--- config.mk ---
export PLATFORM = sky130hd
export DESIGN_NAME = timer_dev
export DESIGN_NICKNAME = d
export VERILOG_FILES = /design/src/rtl/timer_dev.sv
export SDC_FILE = /design/constraint.sdc
export NUM_CORES = 1
export LEC_CHECK = 0
export CAP_MARGIN = 5
export CORE_AREA = 5 5 102 123
export CTS_CLUSTER_DIAMETER = 30
export DETAILED_ROUTE_END_ITERATION = 16
export DIE_AREA = 0 0 107 128
export PLACE_DENSITY = 0.66
export SETUP_SLACK_MARGIN = 0.3
export SYNTH_ARGS = -nofsm -noshare
export SYNTH_HDL_FRONTEND = slang
export SYNTH_SLANG_ARGS = --single-unit
--- constraint.sdc ---
create_clock -name clk -period 3.2 [get_ports clk]
set_clock_uncertainty 0.2 [all_clocks]
set_input_delay 0.64 -clock clk [delete_from_list [all_inputs] [get_ports clk]]
set_output_delay 0.64 -clock clk [all_outputs]
set_load 0.01 [all_outputs]
--- src/rtl/timer_dev.sv ---
// timer_dev: bus-mapped countdown timer (CTRL/PRESET/COUNT) with one-shot or
// auto-reload operation and an interrupt request gated by CTRL.IM.
module timer_dev #(
   parameter logic [31:0] BASE = 32'h0000_7F00
) (
   input  logic        clk,
   input  logic        reset,
   input  logic [31:0] addr,
   input  logic [31:0] wdata,
   input  logic [3:0]  byteen,
   output logic [31:0] rdata,
   output logic        hit,
   output logic        irq
);

   typedef enum logic [1:0] {
      IDLE = 2'd0,
      LOAD = 2'd1,
      CNT  = 2'd2,
      INT  = 2'd3
   } state_t;

   localparam logic [1:0] SEL_CTRL   = 2'd0;
   localparam logic [1:0] SEL_PRESET = 2'd1;
   localparam logic [1:0] MODE_AUTO  = 2'd1;

   state_t      r_state;
   logic [3:0]  r_ctrl;     // {IM, MODE[1:0], EN}
   logic [31:0] r_preset;
   logic [31:0] r_count;
   logic        r_pending;

   logic [31:0] w_off;
   logic [1:0]  w_sel;
   logic        w_wr;
   logic [31:0] w_preset_merged;

   // Addresses below BASE wrap to huge offsets, so one compare bounds both ends.
   assign w_off = addr - BASE;
   assign hit   = (w_off < 32'd12);
   assign w_sel = w_off[3:2];
   assign w_wr  = hit & (byteen != 4'b0000);

   always_comb begin
      for (int i = 0; i < 4; i++) begin
         w_preset_merged[8*i +: 8] = byteen[i] ? wdata[8*i +: 8] : r_preset[8*i +: 8];
      end
   end

   always_comb begin
      // NOTE: default first so every path assigns rdata and no latch is inferred.
      rdata = 32'h0000_0000;
      if (hit) begin
         case (w_sel)
            SEL_CTRL:   rdata = {28'h000_0000, r_ctrl};
            SEL_PRESET: rdata = r_preset;
            default:    rdata = r_count;
         endcase
      end
   end

   assign irq = r_ctrl[3] & ((r_state == INT) | r_pending);

   // NOTE: non-blocking assignments throughout; the bus write comes last in the
   // block so a CPU update to CTRL wins over the FSM's EN clear on the same edge.
   always_ff @(posedge clk) begin
      // NOTE: reset is synchronous and tested first, so it also beats a bus write.
      if (!reset) begin
         r_state   <= IDLE;
         r_ctrl    <= 4'h0;
         r_preset  <= 32'h0000_0000;
         r_count   <= 32'h0000_0000;
         r_pending <= 1'b0;
      end else begin
         case (r_state)
            IDLE: begin
               if (r_ctrl[0]) r_state <= LOAD;
            end
            LOAD: begin
               r_count <= r_preset;
               r_state <= CNT;
            end
            CNT: begin
               if (!r_ctrl[0])               r_state <= IDLE;
               else if (r_count == 32'd0)    r_state <= INT;
               else                          r_count <= r_count - 32'd1;
            end
            INT: begin
               if (r_ctrl[2:1] == MODE_AUTO) begin
                  r_state <= LOAD;
               end else begin
                  r_pending <= 1'b1;
                  r_ctrl[0] <= 1'b0;
                  r_state   <= IDLE;
               end
            end
            default: r_state <= IDLE;
         endcase

         if (w_wr) begin
            case (w_sel)
               SEL_CTRL: begin
                  if (byteen[0]) begin
                     r_ctrl <= wdata[3:0];
                     if (wdata[0]) r_pending <= 1'b0;
                  end
               end
               SEL_PRESET: r_preset <= w_preset_merged;
               default: ;
            endcase
         end
      end
   end

endmodule

==> results of run 1 <==
==> worst reg2reg max path: cells and delay by family, from the launching register on <==
family | cells | cell delay (ns)
flip-flops | 1 | 0.32
AND/OR/NAND/NOR | 4 | 1.29
buffers and inverters | 2 | 0.31
AO/OA/AOI/OAI | 1 | 0.25
adder cells (fa/ha/maj) | 1 | 0.25
==> state kept, by name, indices dropped and copies added, names as in the netlist <==
register,cells
r_preset,32
r_state,2
r_count,32
r_pending,1
r_ctrl,4
==> final cells by class <==
cell class	count	area (um2)	area share
clock buffers	9	225.2	0.03499
clock inverters	7	40.04	0.006221
inverters	13	48.80	0.007582
multi-input cells	444	2953	0.4588
flip-flops and latches	71	1421	0.2208
well taps	135	168.9	0.02624
repair buffers	148	1579	0.2453
==> final timing paths <==
check,start,endpoint,slack [ns],cells past startpoint
worst min-delay path,r_count[23],r_count[23],0.28,2
worst max-delay path,addr[31],rdata[28],-0.02,9
worst max register to register,r_count[0],r_count[17],0.47,8
worst min register to register,r_count[23],r_count[23],0.28,2
==> metrics by stage <==
step / hold WS (ns) / instance area (um2) / utilization
global route: 0.3122 / 6436 / 0.5697
floorplan: 0.2479 / 4731 / -
global placement: 0.2707 / 5839 / 0.5168
detailed placement: 0.2783 / 5839 / 0.5168
finish: 0.2842 / 6436 / 0.5697
CTS: 0.2854 / 6335 / 0.5607
==> cells in the final DEF, fill, tap and decap left out, types with 3 or more instances in the layout <==
master / count
a32oi_1: 6
or4_1: 6
nor3_1: 20
dfxtp_1: 71
a211oi_1: 7
a22o_1: 4
nor2b_1: 6
inv_1: 11
o32ai_1: 10
clkinv_2: 5
nand4_1: 3
o21ai_0: 45
buf_6: 34
clkdlybuf4s50_1: 54
buf_4: 34
nor4_1: 5
nand3_1: 46
o311ai_0: 3
mux2i_1: 4
buf_12: 7
buf_2: 3
clkdlybuf4s15_1: 3
a31oi_1: 10
a21oi_1: 62
or3_1: 6
dlygate4sd2_1: 6
nand2_1: 39
o31ai_1: 16
nor4_4: 5
a22oi_1: 29
nor2_1: 31
clkbuf_16: 9
buf_16: 5
nor2_4: 30
==> repair_timing <==
item                                    4_1_cts  5_1_grt
pin swaps                                     8        6
endpoints found under the setup margin       33       56
cloned                                        4        0
gates resized for setup                     198       11
setup buffers                                 4        6
==> kinds of logic (layout without fill, tap and decap cells) <==
family / Yosys count / count (layout) / share of synthesized area
and+or+nand+nor: 220 / 220 / 0.2602
buffers and inverters: 76 / 177 / 0.07955
muxes: 4 / 4 / 0.009091
AOI/OAI and AO/OA: 218 / 218 / 0.3236
DFF: 71 / 71 / 0.3227
xor gates and xnor gates: 1 / 1 / 0.001989
adders and majority gates: 1 / 1 / 0.002840
==> layer usage <==
layer | global-route usage | share of wire | wire length [um] | vias up
met2 | 0.3647 | 0.50 | 7315 | 211
met5 | 0 | 0 | 0 | -
met1 | 0.2617 | 0.40 | 5895 | 2375
li1 | - | - | - | 2406
met3 | 0.03929 | 0.072 | 1062 | 27
met4 | 0.1046 | 0.026 | 387 | 0
==> power by group through the flow <==
stage / sequential (uW) / clock, uW / combinational, uW
global placement: 903 / 0 / 156
finish: 884 / 904 / 157
CTS: 884 / 914 / 156
floorplan: 903 / 0 / 47.2
global route: 883 / 950 / 168
detailed placement: 903 / 0 / 158
==> results.toml, run 1 <==
[critical_path]
path_max_fanout = 6
critPathBufInv = 5
end_kind = "output pin"
crit_family = "simple AND/OR/NAND/NOR gates"
worstPathArrival_ns = 2.38
crit_top_cell = "buf_12"
criticalPathCategory = "input pin to output pin"
slowest_stage = "or4_4"
worst_setup_path_start_kind = "input pin"
cp_slowest_stage_delay_ns = 0.53
cp_cell_sequence = "buf_6, or4_4, nor4_4, nand3_4, buf_12, buf_12, buf_12, nor2_4, buf_6"
worstPathRequired_ns = 2.36

[finish]
area_delta_synth_final_pct = 46.14
fillerInstances = 1080
final_nets = 758
layout-drive-gt1-share = 0.2283
diodes = 0
instances_no_fill = 827

[timing]
finalWorstSetupSlack_ns = -0.01608
timing.final.crit_period_ns = 3.216
drv_slew = 0
hold_viol = 0
rsz0062_at_grt = "true"
final.setup.tns_ns = -0.02741
fin_crit_sh = 1.005
tightestPinTransition_ns = 0.6567
max_freq_mhz = 310.9
relSlewSlack = 0.5582
setup-violations-final = 2

[die]
dieArea_mm2 = 0.01370
start_util = 0.3898
die_y_um = 128
coreArea_mm2 = 0.01130
std_cell_rows = 43
ios = 104
chipWidth_um = 107

[logic_synthesis]
syn_nets = 662
ys_async_sr_fraction = 0
synth_most_common_cell = "dfxtp_1"
synth.avg_cell_area_um2 = 7.452
syn_area_mm2 = 0.004404
ys_top_cells_by_count = "dfxtp_1 (71), a21oi_1 (62), nor2_1 (62)"
synth_edf_count = 0
yosysTopAreaCell = "dfxtp_1"
synthCells = 591
synth.lib_cells_used.distinct = 60
synth-seq-cells = 71
yosys.area.top_type_share = 0.3227
synth_seq_area_share = 0.3227
synth_ff_type = "dfxtp_1"
synth.area.top_cells = "dfxtp_1 (32%), a21oi_1 (7.0%), nand3_1 (5.3%)"
yosys_warnings = 0

[power_and_ir_drop]
p_per_area_mw_per_mm2 = 302.3
p_int_uw = 1488
p_leak_uw = 0.002152
ir_worst_vdd_mv = 0.1884
p_comb_frac = 0.081
p_switching_uw = 457.3
switching_share = 0.2350
seqPwrFrac = 0.454
clkPwrFrac = 0.465
power_uw = 1945

[grt]
grt_pass1_vias = 4983
grt_first_pass_wirelength_mm = 24.01
grt_max_degree = 66
grt_overflow = 0
grt_util_all_layers = 0.2152
antenna_found_initial = 0

[placement]
post-place-ws_ns = -0.7183
io_buffers = 101
dp.cells = 797
place_hpwl_mm = 9.738
gp_congestion = 0.8731

[clock_network]
clock_sinks = 71
cts_tree = "done"
clock-root-buffer = "clkbuf_16"
htree_levels = 3
hold_buffers = 0
numCtsBuffers = 9
clockBufferDepth = 2
clkTransAtPathRegs_ns = 0.06
clkLatencyLatePin_ns = 0.34

[route]
drt_wl_total_mm = 14.66
vias = 5019
wl_per_cell_um = 17.73
drt_iter0_drc = 360
viasPerCell = 6.069
ant_nets = 0
drc = 0
drtPass1Iterations = 5

[run_status]
outcome = "complete, but fails checks"
violations = "negative setup slack"

[run]
maxCapViolCount = 0

[hold_path]
hp-class = "register to register"
Power figures use the tool's default switching activity.
==> run 2, diff against run 1 <==
--- a/config.mk
+++ b/config.mk
@@ -10,6 +10,7 @@
 export CTS_CLUSTER_DIAMETER = 30
 export DETAILED_ROUTE_END_ITERATION = 16
 export DIE_AREA = 0 0 107 128
+export GPL_ROUTABILITY_DRIVEN = 0
 export PLACE_DENSITY = 0.66
 export SETUP_SLACK_MARGIN = 0.3
 export SYNTH_ARGS = -nofsm -noshare
==> results of run 2 <==
Same layout as run 1: the final DEF is identical, and so are final timing and power.
==> run 3, diff against run 2 <==
--- a/config.mk
+++ b/config.mk
@@ -8,10 +8,11 @@
 export CAP_MARGIN = 5
 export CORE_AREA = 5 5 102 123
 export CTS_CLUSTER_DIAMETER = 30
+export CTS_CLUSTER_SIZE = 20
 export DETAILED_ROUTE_END_ITERATION = 16
 export DIE_AREA = 0 0 107 128
 export GPL_ROUTABILITY_DRIVEN = 0
-export PLACE_DENSITY = 0.66
+export PLACE_DENSITY = 0.68
 export SETUP_SLACK_MARGIN = 0.3
 export SYNTH_ARGS = -nofsm -noshare
 export SYNTH_HDL_FRONTEND = slang
==> constraint.sdc (replaced) <==
create_clock -name clk -period 2.7 [get_ports clk]
set_clock_uncertainty 0.2 [all_clocks]
set_input_delay 0.54 -clock clk [delete_from_list [all_inputs] [get_ports clk]]
set_output_delay 0.54 -clock clk [all_outputs]
set_load 0.01 [all_outputs]
==> results.toml, run 3 (synthesized netlist as in run 1, its figures left out) <==
[die]
ios = 104
coreArea_mm2 = 0.01130
dieArea_mm2 = 0.01370
std_cell_rows = 43
start_util = 0.3898
die_y_um = 128
chipWidth_um = 107

[timing]
final.setup.tns_ns = -8.158
setup-violations-final = 33
drv_slew = 0
rsz0062_at_grt = "true"
hold_viol = 0
finalWorstSetupSlack_ns = -0.3190
relSlewSlack = 0.4697
timing.final.crit_period_ns = 3.019
fin_crit_sh = 1.118
tightestPinTransition_ns = 0.7883
max_freq_mhz = 331.2

[critical_path]
cp_slowest_stage_delay_ns = 0.54
crit_top_cell = "buf_6"
worst_setup_path_start_kind = "input pin"
r2r_start = "r_count[1]"
worstPathRequired_ns = 1.96
worstPathArrival_ns = 2.28
end_kind = "output pin"
setup.worst_path.start = "addr[5]"
criticalPathCategory = "input pin to output pin"
slowest_stage = "or4b_4"
path_max_fanout = 6
critPathBufInv = 5
crit_family = "simple AND/OR/NAND/NOR gates"
cp_cell_sequence = "clkbuf_2, or4b_4, nor4_4, nand3_4, buf_6, buf_12, clkbuf_16, nor2_4, buf_6"

[route]
ant_nets = 0
viasPerCell = 6.588
drtPass1Iterations = 5
vias = 5791
wl_per_cell_um = 23.20
drc = 0
drt_wl_total_mm = 20.39
drt_iter0_drc = 612

[clock_network]
cts_tree = "done"
clock_sinks = 71
clock-root-buffer = "clkbuf_16"
clkTransAtPathRegs_ns = 0.05
numCtsBuffers = 9
htree_levels = 3
clockBufferDepth = 2
hold_buffers = 0
clkLatencyLatePin_ns = 0.35

[finish]
largestRegisters = "r_count x32, r_preset x32, r_ctrl x4"
final_common_cell = "dfxtp_1"
diodes = 0
instances_no_fill = 879
layout-drive-gt1-share = 0.5175
final_nets = 810
final_cell_mix = "dfxtp_1 (63), clkdlybuf4s50_1 (55), buf_6 (52), buf_4 (52), a21oi_2 (43)"
area_delta_synth_final_pct = 86.51

[run]
maxCapViolCount = 0

[power_and_ir_drop]
ir_worst_vdd_mv = 0.3592
p_per_area_mw_per_mm2 = 328.8
p_leak_uw = 0.002570

[grt]
grt_first_pass_wirelength_mm = 25.93
grt_pass1_vias = 5159
grt_overflow = 0
grt_max_degree = 41
grt_util_all_layers = 0.2322
antenna_found_initial = 0

[run_status]
outcome = "complete, but fails checks"
violations = "negative setup slack"

[placement]
place_hpwl_mm = 10.18
dp.cells = 812
io_buffers = 101

[hold_path]
worstHoldStart = "r_ctrl[2]"
hp-class = "register to register"
## run 3: repair_timing
action / 4_1_cts / 5_1_grt
setup endpoints to repair: 102 / 102
buffers inserted: 22 / 17
cloned: 3 / 9
pin swaps: 58 / 119
gates resized for setup: 271 / 230
## run 3: where the power goes
group / switching (uW) / leakage [uW] / internal, uW / total, uW
sequential: 0.000000697 / 0.000576 / 1050 / 1050
combinational: 118 / 0.00182 / 102 / 220
clock: 480 / 0.000176 / 953 / 1430
## run 3: worst register-to-register path: cells and delay by family, from the launching register on
family | cells | cell delay, ns
AND/OR/NAND/NOR | 3 | 0.98
AO/OA/AOI/OAI | 2 | 0.64
flip-flops | 1 | 0.33
buffers and inverters | 2 | 0.24
adder cells (fa/ha/maj) | 1 | 0.13
## run 3: cell type report
class | count | area [um2]
Clock buffer | 11 | 252.7
Clock inverter | 5 | 103.9
Fill cell | 717 | 3084
Inverter | 13 | 52.55
Multi-Input combinational cell | 445 | 4033
Sequential cell | 71 | 1431
Tap cell | 135 | 168.9
Timing Repair Buffer | 199 | 2172
## run 3: final timing paths
kind	endpoint	slack, ns	cells past startpoint
setup / recovery	rdata[18]	-0.32	9
hold / removal	r_ctrl[2]	0.29	2
setup reg to reg	r_count[24]	0.08	8
hold reg to reg	r_ctrl[2]	0.29	2
## run 3: layer usage
| metal | vias up | GRT usage | wire (um) |
|---|---|---|---|
| met4 | 0 | 0.08051 | 1093 |
| li1 | 2527 | - | - |
| met2 | 367 | 0.4055 | 10510 |
| met1 | 2795 | 0.2875 | 7061 |
| met3 | 102 | 0.03980 | 1730 |
| met5 | - | 0 | 0 |
## run 3: per-stage QoR
step / total power, uW / instance area [um2] / setup WS (ns) / util / hold WS (ns)
after floorplan: 1127 / 4760 / -0.007610 / - / 0.2479
after global placement: 1255 / 5959 / -0.9465 / 0.5275 / 0.2656
after detailed placement: 1257 / 5959 / -0.9434 / 0.5275 / 0.2800
after CTS: 2655 / 7033 / -0.3212 / 0.6225 / 0.2926
after global routing: 2760 / 8214 / -0.3963 / 0.7270 / 0.3141
final: 2700 / 8214 / -0.3190 / 0.7270 / 0.2895
